`config.mk`:
```
export PLATFORM = sky130hd
export DESIGN_NAME = reg_file_sb
export DESIGN_NICKNAME = d
export VERILOG_FILES = /design/src/rtl/reg_file_sb.sv
export SDC_FILE = /design/constraint.sdc
export NUM_CORES = 2
export LEC_CHECK = 0
export CORE_ASPECT_RATIO = 0.5
export CORE_MARGIN = 2
export CORE_UTILIZATION = 50
export CTS_BUF_LIST = sky130_fd_sc_hd__clkbuf_2
export DETAILED_ROUTE_END_ITERATION = 6
export PLACE_DENSITY = 0.66
export SLEW_MARGIN = 20
export SYNTH_ARGS = -nofsm -noshare
export SYNTH_HDL_FRONTEND = slang
export SYNTH_SLANG_ARGS = --single-unit
```
`constraint.sdc`:
```
create_clock -name clk -period 3.2 [get_ports clk]
set_input_delay 0.32 -clock clk [delete_from_list [all_inputs] [get_ports clk]]
set_output_delay 0.32 -clock clk [all_outputs]
set_load 0.05 [all_outputs]
```
`src/rtl/reg_file_sb.sv`:
```
// Multi-read-port register file with a per-register busy scoreboard.
// Optional same-cycle write-through forwarding is enabled by defining REGFILE_BYPASS_EN.
module reg_file_sb #(
    parameter int unsigned XLEN  = 32,
    parameter int unsigned NREGS = 32,
    parameter int unsigned AW    = 5,
    parameter int unsigned NRD   = 2
) (
    input  logic                clk,
    input  logic                rst,
    input  logic [NRD*AW-1:0]   rd_addr,
    output logic [NRD*XLEN-1:0] rd_data,
    output logic [NRD-1:0]      rd_busy,
    input  logic                wr_en,
    input  logic [AW-1:0]       wr_addr,
    input  logic [XLEN-1:0]     wr_data,
    input  logic                iss_en,
    input  logic [AW-1:0]       iss_addr,
    input  logic                flush
);

    logic [XLEN-1:0]  regs_q [NREGS];
    logic [NREGS-1:0] busy_q;
    logic [NREGS-1:0] busy_d;
    logic             wr_ok;
    logic             iss_ok;

    assign wr_ok  = wr_en && (wr_addr != '0);
    assign iss_ok = iss_en && (iss_addr != '0) && !flush;

    // Issue is applied after writeback so a new producer to the same index wins.
    always_comb begin
        busy_d = busy_q;
        if (flush) begin
            busy_d = '0;
        end else begin
            if (wr_ok) begin
                busy_d[wr_addr] = 1'b0;
            end
            if (iss_ok) begin
                busy_d[iss_addr] = 1'b1;
            end
        end
        busy_d[0] = 1'b0;
    end

    always_ff @(posedge clk) begin
        if (rst) begin
            for (int i = 0; i < NREGS; i++) begin
                regs_q[i] <= '0;
            end
            busy_q <= '0;
        end else begin
            if (wr_ok) begin
                regs_q[wr_addr] <= wr_data;
            end
            busy_q <= busy_d;
        end
    end

    for (genvar p = 0; p < NRD; p++) begin : g_port
        logic [AW-1:0]   addr;
        logic [XLEN-1:0] data;
        logic            busy;

        assign addr = rd_addr[p*AW +: AW];

        always_comb begin
            data = regs_q[addr];
            busy = busy_q[addr];
`ifdef REGFILE_BYPASS_EN
            if (wr_ok && (addr == wr_addr)) begin
                data = wr_data;
                busy = iss_ok && (iss_addr == addr);
            end
`endif
            if (rst || (addr == '0)) begin
                data = '0;
                busy = 1'b0;
            end
        end

        assign rd_data[p*XLEN +: XLEN] = data;
        assign rd_busy[p]              = busy;
    end

endmodule

```
==> reports/qor.csv <==
metric,value,unit
CTS root buf,clkbuf_2,
Yosys reg bits,1055,
DP HPWL,123000,um
"Reg clk slew, reported paths",0.15,ns
share of layout cells above drive strength 1,29.1,%
first-pass GRT wire length,296000,um
Syn Inst Count,3937,
I/O pin count,123,
Synth top area share,54.6,%
final worst path period share,127,%
Final ANT Viol Nets,0,
Synth Cell Area,56400,sq um
Syn. warnings,0,
critical path's top delay family,multiplexers,
Hold Crit Start,wr_data[29],
WL per Instance,36.2,um
CTS tree,done,
"Slew Viols, Final",0,
# rows,87,
final wirelength,215000,um
Required @ worst endpoint,2.88,ns
R2R depth,3,
Worst IR Drop VDD,0.422,mV
worst skew pair latency,1.74,ns
Port-buffer cells,122,
Die X,479,um
Worst EP arrival,3.75,ns
Initial Util,50.2,%
Post-synth EDFFs,1024,
LEAKAGE,23.4,nW
Layout fillers,8634,
dpl ws,0.153,ns
"top cells by area, synth","edfxtp_1, mux4_2, and2_1, mux2i_1, a22oi_1",
PD cells,459,nW/um^2
Synth-to-Final Area Change,16.6,%
router iterations before antenna repair,6,
Final nets,4271,
Period minus WS final,4.07,ns
largest net degree at the start of global routing,48,
Max Root-Sink Buffers,3,
fraction of registers with async set/reset,0,%
via/cell ratio,6.88,
Final WS setup,-0.873,ns
GRT overflow,0,
outcome,finished with violations,
Worst setup EP type,output port,
CP startpoint kind,flop,
failing checks,negative setup slack,
die area,116000,sq um
via count,40900,
worst reg2reg path startpoint,busy_q[27],
Avg Synthesized Cell Area,14.3,sq um
sequential share of the synthesized area,55.7,%
drc violations,0,
CTS sink count,1055,
RSZ-0062 raised after global routing,yes,
post-layout util,58.5,%
Hold Path Depth,2,
Clock Skew,0,ns
CP peak stage delay,0.50,ns
htree depth,4,
Max-slew headroom,20.9,%
Final Hold Fails,0,
"commonest non-fill, non-tap cell in the layout",edfxtp_1,
Setup TNS,-35.45,ns
CP Buf/Inv Count,2,
GRT Util Overall,37.0,%
most frequent cells in the layout,"edfxtp_1, and2_1, clkbuf_2",
type of the most critical hold path,input pin to flop,
Die Ht,241,um
Max Cap Violations,0,
CTS buffer count,232,
vias in the first global route,39700,
post-synth cell types,61,
1st-iter DRT viols,7441,
fmax,246,MHz
worst-path maximum fanout,2,
Core ar.,112000,sq um
slowest CP cell,mux4_2,
Crit path depth,5,
Setup-failing EPs final,66,
biggest area consumer among synthesized cells,edfxtp_1,
Setup Crit Path Kind,flop to output port,
initial antenna violation count,27,
CP startpoint,regs_q[8][25],
Most used DFF post-synth,edfxtp_1,
worst slew pin tran,1.19,ns
RD Place Congestion,0.906,
"Cell Chain, Critical Path",mux4_2 -> a22oi_2 -> nand4_1 -> buf_4 -> buf_12,
[flip-flops by register name, indices dropped and copies added (netlist names)]
register  count
regs_q     1024
busy_q       31
[cell usage after synthesis, drive strengths merged (44+ instances only)]
master,instances
a22oi,261
nor2,56
and3,64
and2,1000
mux2i,282
a21oi,96
nand4,70
edfxtp,1024
buf,155
nand2,44
clkbuf,269
nand3,76
mux4,384
[final timing paths]
path	slack, ns	end
setup / recovery	-0.87	rd_data[25]
hold / removal	0.12	regs_q[29][29]
setup reg to reg	1.94	busy_q[27]
hold reg to reg	0.50	busy_q[13]
[per-stage QoR]
step	power (mW)	cell area (sq um)	hold slack (ns)	cells
finish	30.2	65700	0.115	5938
global route	30.9	65700	0.110	5922
CTS	30.0	65500	0.0187	5907
detailed placement	21.1	61900	0.484	5417
global placement	21.0	61900	0.478	5417
floorplan	19.0	56500	0.465	3968
[logic make-up after synthesis]
logic type,Yosys count,synth area share [%]
and+or+nand+nor,1376,14.9
DFF,1055,55.7
muxes,668,20.8
buffers and inverters,426,3.68
AOI/OAI and AO/OA,411,4.97
other,1,0.00665
[routing by layer]
metal | GRT usage [%] | up-vias | routed length, um
li1 | - | 15800 | -
met1 | 49.8 | 20500 | 77500
met2 | 53.0 | 3805 | 90500
met3 | 12.9 | 729 | 34400
met4 | 20.0 | 10 | 12200
met5 | 0.490 | - | 115
[power breakdown]
part | internal (mW) | switching, mW | total, mW
clock | 3.26 | 5.73 | 8.99
combinational | 2.02 | 2.87 | 4.88
sequential | 15.9 | 0.398 | 16.3
total | 21.2 | 9.00 | 30.2
[cell type report]
class | count | area, sq um | share of cell area, %
tap | 1513 | 1890 | 2.88
multi-input combinational | 2487 | 24400 | 37.2
timing repair buffer | 436 | 5790 | 8.82
inverter | 2 | 7.51 | 0.0114
sequential | 1055 | 31400 | 47.7
antenna | 26 | 65.1 | 0.0990
clock inverter | 67 | 385 | 0.587
clock buffer | 352 | 1760 | 2.68
[what timing repair did]
item / 4_1_cts / 5_1_grt
setup buffers: 1 / 0
resized for setup: 181 / 19
hold endpoints to repair: 1925 / 31
hold buffers: 70 / 4
pin swaps: 76 / 20
endpoints found under the setup margin: 66 / 66
No activity file was read; power rests on OpenSTA's default activity.
